<file path="src/rtl/jk_excitation_gen.sv">
// Drives an external master-slave JK flip-flop so its q follows a serialized
// pattern word, and checks the fed-back q with a saturating mismatch count.
module jk_excitation_gen #(
  parameter int W          = 8,
  parameter int CHK_LAT    = 2,
  parameter int USE_TOGGLE = 0,
  parameter int ERR_W      = 8
) (
  input  logic             clk,
  input  logic             rst,
  input  logic             s_valid,
  output logic             s_ready,
  input  logic [W-1:0]     s_data,
  input  logic             q_fb,
  output logic             j,
  output logic             k,
  output logic             busy,
  output logic             done,
  output logic             mismatch,
  output logic [ERR_W-1:0] err_cnt
);

  localparam int IW = (W > 1) ? $clog2(W) : 1;
  localparam int CW = (CHK_LAT > 2) ? $clog2(CHK_LAT) : 1;
  localparam logic [IW-1:0] LAST  = IW'(W - 1);
  localparam logic [CW-1:0] WLOAD = CW'(CHK_LAT - 2);

  typedef enum logic [2:0] {
    S_IDLE,
    S_CLEAR,
    S_DRIVE,
    S_WAIT,
    S_CHECK,
    S_DONE
  } state_t;

  state_t           state_q;
  logic [W-1:0]     word_q;
  logic [IW-1:0]    idx_q;
  logic [IW-1:0]    nidx_d;
  logic [CW-1:0]    wcnt_q;
  logic             exp_q;
  logic             cleared_q;
  logic             clr_ph_q;
  logic             j_q;
  logic             k_q;
  logic             done_q;
  logic             mis_q;
  logic [ERR_W-1:0] err_q;

  function automatic logic [1:0] exc(input logic e, input logic t);
    if (e == t) return 2'b00;
    if (USE_TOGGLE != 0) return 2'b11;
    return t ? 2'b10 : 2'b01;
  endfunction

  assign nidx_d = idx_q + 1'b1;

  always_ff @(posedge clk or posedge rst) begin
    if (rst) begin
      state_q   <= S_IDLE;
      word_q    <= '0;
      idx_q     <= '0;
      wcnt_q    <= '0;
      exp_q     <= 1'b0;
      cleared_q <= 1'b0;
      clr_ph_q  <= 1'b0;
      j_q       <= 1'b0;
      k_q       <= 1'b0;
      done_q    <= 1'b0;
      mis_q     <= 1'b0;
      err_q     <= '0;
    end else begin
      j_q    <= 1'b0;
      k_q    <= 1'b0;
      done_q <= 1'b0;
      mis_q  <= 1'b0;
      unique case (state_q)
        S_IDLE: begin
          if (s_valid) begin
            word_q <= s_data;
            idx_q  <= '0;
            if (!cleared_q) begin
              state_q  <= S_CLEAR;
              clr_ph_q <= 1'b1;
              k_q      <= 1'b1;
            end else begin
              state_q    <= S_DRIVE;
              {j_q, k_q} <= exc(exp_q, s_data[0]);
            end
          end
        end
        S_CLEAR: begin
          state_q <= S_WAIT;
          wcnt_q  <= WLOAD;
        end
        S_DRIVE: begin
          exp_q   <= word_q[idx_q];
          state_q <= S_WAIT;
          wcnt_q  <= WLOAD;
        end
        S_WAIT: begin
          if (wcnt_q == '0) state_q <= S_CHECK;
          else wcnt_q <= wcnt_q - 1'b1;
        end
        S_CHECK: begin
          // After any check the real FF state is the best predictor.
          exp_q <= q_fb;
          if (q_fb != exp_q) begin
            mis_q <= 1'b1;
            if (~&err_q) err_q <= err_q + 1'b1;
          end
          if (clr_ph_q) begin
            clr_ph_q   <= 1'b0;
            cleared_q  <= 1'b1;
            state_q    <= S_DRIVE;
            {j_q, k_q} <= exc(q_fb, word_q[0]);
          end else if (idx_q == LAST) begin
            state_q <= S_DONE;
            done_q  <= 1'b1;
          end else begin
            idx_q      <= nidx_d;
            state_q    <= S_DRIVE;
            {j_q, k_q} <= exc(q_fb, word_q[nidx_d]);
          end
        end
        S_DONE: state_q <= S_IDLE;
        default: state_q <= S_IDLE;
      endcase
    end
  end

  assign s_ready  = (state_q == S_IDLE);
  assign busy     = (state_q != S_IDLE);
  assign j        = j_q;
  assign k        = k_q;
  assign done     = done_q;
  assign mismatch = mis_q;
  assign err_cnt  = err_q;

endmodule

</file>
<file path="config.mk">
export PLATFORM = sky130hd
export DESIGN_NAME = jk_excitation_gen
export DESIGN_NICKNAME = d
export VERILOG_FILES = /design/src/rtl/jk_excitation_gen.sv
export SDC_FILE = /design/constraint.sdc
export NUM_CORES = 1
export LEC_CHECK = 0
export ABC_AREA = 1
export BUFFER_PORTS_ARGS = -buffer_cell sky130_fd_sc_hd__buf_2
export CORE_UTILIZATION = 49
export CTS_CLUSTER_SIZE = 10
export DETAILED_ROUTE_END_ITERATION = 8
export PLACE_DENSITY = 0.74
export REMOVE_ABC_BUFFERS = 1
export SYNTH_ARGS = -nofsm -noshare
export SYNTH_HDL_FRONTEND = slang
export SYNTH_SLANG_ARGS = --single-unit
</file>
<file path="constraint.sdc">
create_clock -name clk -period 1.3 [get_ports clk]
set_input_delay 0.26 -clock clk [delete_from_list [all_inputs] [get_ports clk]]
set_output_delay 0.26 -clock clk [all_outputs]
set_load 0.02 [all_outputs]
</file>
==> impl_metrics.py, run 1 <==
metrics = {
    "pwr": {
        "seqPwrFrac_pct": 29.6,
        "p_int_mw": 2.721,
        "pwr_density_cell_nw_per_um2": 2176,
        "power_switching_mw": 2.166,
        "pwr-share-comb_pct": 59.2,
        "switching_share_pct": 44.33,
        "peakVddDrop_uv": 1413,
        "p_leak_nw": 1.166,
        "p_clk_share_pct": 11.2,
    },
    "status": {
        "violations": "DRC, setup timing",
        "outcome": "finished with violations",
    },
    "sta": {
        "period_minus_slack_ns": 1.415,
        "setup-violations-final": 20,
        "fin_worst_skew_ns": 0.01455,
        "fin_crit_sh_pct": 108.8,
        "worst_slack_ns": -0.1147,
        "rsz0062_at_grt": "true",
        "fmax_ghz": 0.7069,
        "setup-tns-final_ns": -1.326,
        "slew_violations": 0,
        "slew_headroom_pct": 75.60,
        "tightest_slew_ns": 0.3660,
        "final_hold_viol_count": 0,
    },
    "synth": {
        "synth_top_area_cell": "dfrtp_1",
        "post-synth-top-count-cell": "nand2_1",
        "yosys.cell_types.count": 25,
        "synthFlopType": "dfrtp_1",
        "synth_warnings": 0,
        "ys_seq_area_share_pct": 48.49,
        "synth_edf_count": 0,
        "netlist_area_um2": 1496,
        "synth_area_per_cell_um2": 7.960,
        "yosysTopAreaCellShare_pct": 48.49,
        "synth_common_cells": "nand2_1, dfrtp_1, inv_1",
        "ys_top_cells_by_area": "dfrtp_1, nand2_1, o21ai_0",
        "async_flop_share_pct": 100.0,
        "synthCells": 188,
        "synth-seq-cells": 29,
    },
    "routing": {
        "drc_errors": 4,
        "viasPerCell": 5.373,
        "drt_iter0_markers": 73,
        "antenna_left": 0,
        "drt_first_pass_iters": 7,
        "vias": 1526,
        "wire_per_inst_um": 14.95,
        "wl_mm": 4.245,
    },
    "min_path": {
        "min_from": "s_data[3]",
        "hold_end": "word_q[3]$_DFFE_PP0P_",
        "worstHoldPathType": "in2reg",
        "hold_depth": 3,
    },
    "clock_tree": {
        "clock_path_buffers": 2,
        "tritoncts": "done",
        "cts_root_buf": "clkbuf_4",
        "clock_latency_ns": 0.34,
        "cts.sinks": 29,
        "path_clk_slew_ns": 0.10,
        "cts_buffers": 5,
        "h-tree-depth": 2,
    },
    "floorplanning": {
        "rows": 19,
        "dieWidth_um": 57.26,
        "pin_count": 26,
        "start_util_pct": 52.90,
        "coreArea_um2": 2829,
        "die_h_um": 57.26,
        "die_area_um2": 3279,
    },
    "global_route": {
        "grt_pass1_vias": 1416,
        "grt_max_degree": 30,
        "grt_antenna_before_repair": 0,
        "grt_usage_pct": 23.44,
        "grt_overflow": 0,
        "grt_pass1_wl_mm": 5.865,
    },
    "setup_path": {
        "path_delay_family": "flip-flops",
        "rr_endpoint": "err_cnt[3]$_DFFE_PP0P_",
        "rrSetupSlack_ns": -0.11,
        "critPathLaunchType": "flop",
        "cp_common_cell": "nand2_4",
        "max_stage_delay_ns": 0.42,
        "crit_type": "reg2reg",
        "slowest_stage": "dfrtp_1",
        "crit_path_end_kind": "flop",
        "crit_path_cell_trace": "nor2_4 -> buf_4 -> nand2_4 -> a21oi_4 -> nand2_4 -> inv_6 -> nand2_1 -> xnor2_1",
        "cp.arrival_ns": 1.65,
        "crit_fanout": 7,
        "cp_num_buf_inv": 2,
        "rr_worst_depth": 8,
        "cp.required_ns": 1.54,
        "r2r-start": "state_q[0]$_DFFE_PP0P_",
    },
    "place": {
        "gp_congestion": 0.8894,
        "port_buffers": 25,
        "dp.cells": 257,
        "place_hpwl_mm": 2.365,
    },
    "run": {
        "cap_viol_max_count": 0,
    },
    "finish": {
        "fin_cells": 284,
        "nFillCells": 179,
        "register_area_um2": 728.2,
        "multiInputGateArea_um2": 829.5,
        "finalNetCount": 267,
        "area_growth_pct": 50.08,
        "drive_above_1_share_pct": 46.25,
        "num_antenna_cells": 0,
    },
}
==> power groups by stage <==
stage	registers, mW	clock network (mW)	logic (mW)
4_1_cts	1.44	0.558	2.07
3_5_place_dp	1.43	0	1.82
5_1_grt	1.48	0.585	3.12
3_3_place_gp	1.41	0	1.75
6_report	1.45	0.548	2.89
2_1_floorplan	1.53	0	1.06
==> worst register-to-register path: stages, from the launching register on <==
cell     delay (ns)
dfrtp_1        0.42
nor2_4         0.12
buf_4          0.13
nand2_4        0.07
a21oi_4        0.17
nand2_4        0.11
inv_6          0.09
nand2_1        0.08
xnor2_1        0.13
==> per-layer routing <==
layer | vias up | track usage (%) | routed length (um)
met5 | - | 0 | 0
met4 | 0 | 8.711 | 142
met3 | 16 | 6.122 | 181
met2 | 57 | 41.18 | 2249
met1 | 727 | 27.56 | 1671
li1 | 726 | - | -
==> layout by cell type (no fill, tap or decap), types with 2 or more instances in the layout <==
cell type / instances
a21oi_1: 5
buf_2: 20
buf_4: 25
buf_6: 10
clkbuf_4: 5
clkinv_2: 3
dfrtp_1: 27
dfrtp_2: 2
ha_4: 2
inv_1: 23
inv_2: 5
inv_6: 2
nand2_1: 42
nand2_2: 10
nand2_4: 3
nand2_8: 2
nand3_1: 8
nand3_2: 5
nand4_1: 2
nor2_1: 2
nor2_2: 3
nor2_4: 4
o21ai_0: 8
o21ai_1: 8
o21ai_2: 6
xnor2_1: 2
xor2_1: 5
==> flip-flops by register name, indices dropped and copies added, names as in the netlist, 3 cells and up <==
register / flops
err_cnt: 8
word_q: 8
idx_q: 3
state_q: 3
==> cell type report <==
class                      count  share of cell area [%]
clock inverter                 3                  0.7799
timing repair inverter         1                  0.2228
tap                           31                   1.727
timing repair buffer          58                   20.28
inverter                      31                   5.961
multi-input combinational    126                   36.94
sequential                    29                   32.42
clock buffer                   5                   1.671
==> through the flow <==
stage	worst slack (ns)	hold WS [ns]	util (%)	instance area, um2	power, mW
after global routing	-0.2021	0.1361	79.39	2246	5.185
after CTS	-0.09579	0.1216	69.31	1961	4.065
after global placement	-0.03272	0.3374	62.54	1769	3.159
after floorplan	-0.1118	0.3381	-	1480	2.584
final	-0.1147	0.1347	79.39	2246	4.888
after detailed placement	-0.08687	0.3507	62.54	1769	3.254
==> worst max-delay path by stage <==
stage                           startpoint                     end  slack, ns  cells after the start
floorplan           state_q[0]$_DFFE_PP0P_             j$_DFF_PP0_      -0.11                      7
detailed placement    idx_q[0]$_DFFE_PP0P_    idx_q[2]$_DFFE_PP0P_      -0.09                      7
global placement      idx_q[0]$_DFFE_PP0P_             k$_DFF_PP0_      -0.03                      9
global route        state_q[0]$_DFFE_PP0P_  err_cnt[3]$_DFFE_PP0P_      -0.20                      8
CTS                 state_q[1]$_DFFE_PP0P_                 s_ready       -0.1                      4
finish              state_q[0]$_DFFE_PP0P_  err_cnt[3]$_DFFE_PP0P_      -0.11                      8
==> repair_timing <==
item,4_1_cts,5_1_grt
buffers inserted,7,10
hold endpoints to repair,29,0
pin swaps,8,20
gates cloned,0,2
gates resized for setup,22,65
hold buffers,1,0
endpoints found under the setup margin,17,30
==> cells by family (layout without fill, tap and decap cells) <==
group	count (synthesis)	count (layout)	share of synthesized area, %
buffers and inverters	33	98	9.030
and+or+nand+nor	85	85	24.16
xor gates and xnor gates	7	7	4.097
adders and majority gates	3	3	2.509
AOI/OAI and AO/OA	31	31	11.71
DFF	29	29	48.50
No activity file was read; power rests on OpenSTA's default activity.
==> run 2: changes to the inputs <==
--- a/config.mk
+++ b/config.mk
@@ -5,12 +5,14 @@
 export SDC_FILE = /design/constraint.sdc
 export NUM_CORES = 1
 export LEC_CHECK = 0
-export ABC_AREA = 1
+export ABC_AREA = 0
 export BUFFER_PORTS_ARGS = -buffer_cell sky130_fd_sc_hd__buf_2
-export CORE_UTILIZATION = 49
+export CORE_MARGIN = 2
+export CORE_UTILIZATION = 52
+export CTS_BUF_LIST = sky130_fd_sc_hd__clkbuf_8
 export CTS_CLUSTER_SIZE = 10
 export DETAILED_ROUTE_END_ITERATION = 8
-export PLACE_DENSITY = 0.74
+export PLACE_DENSITY = 0.78
 export REMOVE_ABC_BUFFERS = 1
 export SYNTH_ARGS = -nofsm -noshare
 export SYNTH_HDL_FRONTEND = slang
==> run 2 against run 1 <==
The run ends with setup timing left. Register-to-register slack lost 0.43 ns. Synthesized cell count decreased by 34%. Sequential cell count did not move. Worst hold slack got worse by 0.10 ns. Combinational power is 11% higher. Clock power increased by 36%. Sequential power grew 4%. First-iteration DRC count shrank 32%. Sequential share of layout area fell by 0.52 points. Largest power group unchanged. Highest routed layer unchanged.
==> impl_metrics.py, run 2 <==
metrics = {
    "status": {
        "outcome": "finished with violations",
        "violations": "setup timing",
    },
    "sta": {
        "slew_headroom_pct": 75.77,
        "rsz0062_at_grt": "true",
        "fmax_ghz": 0.5430,
        "setup-violations-final": 29,
        "final_hold_viol_count": 0,
        "slew_violations": 0,
        "period_minus_slack_ns": 1.842,
        "tightest_slew_ns": 0.3634,
        "fin_crit_sh_pct": 141.7,
        "worst_slack_ns": -0.5418,
        "fin_worst_skew_ns": 0.008180,
        "fin_hold_ws_ns": 0.03251,
    },
    "floorplanning": {
        "start_util_pct": 54.46,
        "pin_count": 26,
        "die_area_um2": 3307,
        "coreArea_um2": 2734,
        "die_h_um": 57.51,
        "rows": 19,
        "dieWidth_um": 57.51,
    },
    "setup_path": {
        "crit_type": "reg2reg",
        "cp.required_ns": 1.47,
        "crit_path_end_kind": "flop",
        "r2r-start": "idx_q[1]$_DFFE_PP0P_",
        "rr_worst_depth": 5,
        "rr_endpoint": "j$_DFF_PP0_",
        "crit_fanout": 2,
        "path_delay_family": "multiplexers",
        "cp.arrival_ns": 2.02,
        "cp_num_buf_inv": 0,
        "max_stage_delay_ns": 0.49,
        "critPathLaunchType": "flop",
        "rrSetupSlack_ns": -0.54,
        "crit_path_cell_trace": "ha_4 -> mux4_2 -> mux2_4 -> a32oi_2 -> o22ai_1",
        "slowest_stage": "mux4_2",
    },
    "global_route": {
        "grt_max_degree": 30,
        "grt_pass1_wl_mm": 6.065,
        "grt_pass1_vias": 1332,
        "grt_usage_pct": 24.96,
        "grt_antenna_before_repair": 0,
        "grt_overflow": 0,
    },
    "finish": {
        "num_antenna_cells": 0,
        "area_growth_pct": 52.77,
        "multiInputGateArea_um2": 862.1,
        "final_util_pct": 83.20,
        "register_area_um2": 725.7,
        "drive_above_1_share_pct": 60.10,
        "nFillCells": 140,
        "finalNetCount": 213,
        "layout_commonest_cell": "buf_4",
        "final_cell_mix": "buf_4, dfrtp_1, buf_2",
        "stdcell_area_um2": 2275,
    },
    "pwr": {
        "pwr_density_cell_nw_per_um2": 2402,
        "peakVddDrop_uv": 2098,
        "p_leak_nw": 1.141,
        "finalPower_mw": 5.463,
    },
    "clock_tree": {
        "cts.sinks": 29,
        "cts_buffers": 5,
        "clock_path_buffers": 2,
        "clock_latency_ns": 0.29,
        "hold_buffers": 0,
        "path_clk_slew_ns": 0.06,
        "h-tree-depth": 2,
        "cts_root_buf": "clkbuf_8",
        "tritoncts": "done",
    },
    "place": {
        "place_hpwl_mm": 2.543,
        "post_dp_cell_area_um2": 1887,
        "gp_congestion": 0.9020,
        "port_buffers": 25,
    },
    "synth": {
        "synth_edf_count": 0,
        "netlist_area_um2": 1489,
        "yosys.cell_types.count": 44,
        "synth_warnings": 0,
        "synth-seq-cells": 29,
        "synth_area_per_cell_um2": 11.91,
        "async_flop_share_pct": 100.0,
        "post-synth-top-count-cell": "dfrtp_1",
        "yosysTopAreaCellShare_pct": 48.74,
        "synth_top_area_cell": "dfrtp_1",
        "ys_top_cells_by_area": "dfrtp_1, mux4_1, mux2_1",
        "synthCells": 125,
        "synth_common_cells": "dfrtp_1, a21oi_1, nand2_1",
        "synthFlopType": "dfrtp_1",
        "ys_seq_area_share_pct": 48.74,
    },
    "routing": {
        "viasPerCell": 5.969,
        "wire_per_inst_um": 19.31,
        "vias": 1367,
        "wl_mm": 4.422,
        "antenna_left": 0,
        "drt_iter0_markers": 50,
        "drc_errors": 0,
        "drt_first_pass_iters": 4,
    },
    "run": {
        "cap_viol_max_count": 0,
    },
    "min_path": {
        "worstHoldPathType": "in2async",
    },
}
## run 2: power by group
| group | total, mW | internal (mW) | switching, mW |
|---|---|---|---|
| combinational | 3.21 | 1.74 | 1.46 |
| clock | 0.743 | 0.411 | 0.332 |
| sequential | 1.51 | 1.24 | 0.276 |
| total | 5.46 | 3.39 | 2.07 |
## run 2: logic make-up after synthesis
logic type / Yosys count / share of synthesized area [%]
adder cells (fa/ha/maj): 3 / 2.521
multiplexers: 14 / 14.29
AO/OA/AOI/OAI: 28 / 12.86
buffers and inverters: 12 / 4.454
XOR/XNOR: 5 / 2.941
flip-flops: 29 / 48.74
AND/OR/NAND/NOR: 34 / 14.20
## run 2: routing by layer
layer  vias to the layer above  GRT usage [%]  wire length, um
li1                        606              -                -
met3                        24          4.762              235
met1                       683          31.12             1761
met2                        54          40.26             2231
met4                         0          14.95              193
met5                         -              0                0
## run 2: timing repair
action	in CTS	in global routing
pin swaps	11	12
setup buffers	4	6
setup endpoints to repair	27	27
hold endpoints to repair	0	0
gates resized for setup	32	24
## run 2: cell type report
type | instances | share of cell area [%]
clock buffer | 6 | 3.630
clock inverter | 1 | 0.1650
inverter | 6 | 0.9901
multi-input combinational | 84 | 37.90
sequential | 29 | 31.90
tap | 31 | 1.705
timing repair buffer | 72 | 23.71
## run 2: worst reg2reg max path: cells and delay by family, from the launching register on
| family | cells | cell delay (ns) |
|---|---|---|
| muxes | 2 | 0.78 |
| DFF | 1 | 0.41 |
| adders and majority gates | 1 | 0.29 |
| AOI/OAI and AO/OA | 2 | 0.25 |
## run 2: worst max-delay path by stage
stage / to / startpoint / slack (ns) / cells after the start
finish: j$_DFF_PP0_ / idx_q[1]$_DFFE_PP0P_ / -0.54 / 5
floorplan: j$_DFF_PP0_ / idx_q[0]$_DFFE_PP0P_ / -0.67 / 5
detailed placement: j$_DFF_PP0_ / idx_q[1]$_DFFE_PP0P_ / -0.59 / 5
global placement: j$_DFF_PP0_ / idx_q[0]$_DFFE_PP0P_ / -0.56 / 5
CTS: j$_DFF_PP0_ / idx_q[1]$_DFFE_PP0P_ / -0.53 / 5
global route: j$_DFF_PP0_ / idx_q[1]$_DFFE_PP0P_ / -0.60 / 5
## run 2: stage by stage
stage / instances / setup slack [ns] / TNS, ns
detailed placement: 212 / -0.5898 / -3.641
floorplan: 119 / -0.6651 / -5.373
global route: 229 / -0.5960 / -8.872
global placement: 212 / -0.5629 / -3.012
finish: 229 / -0.5418 / -7.796
CTS: 223 / -0.5289 / -4.718
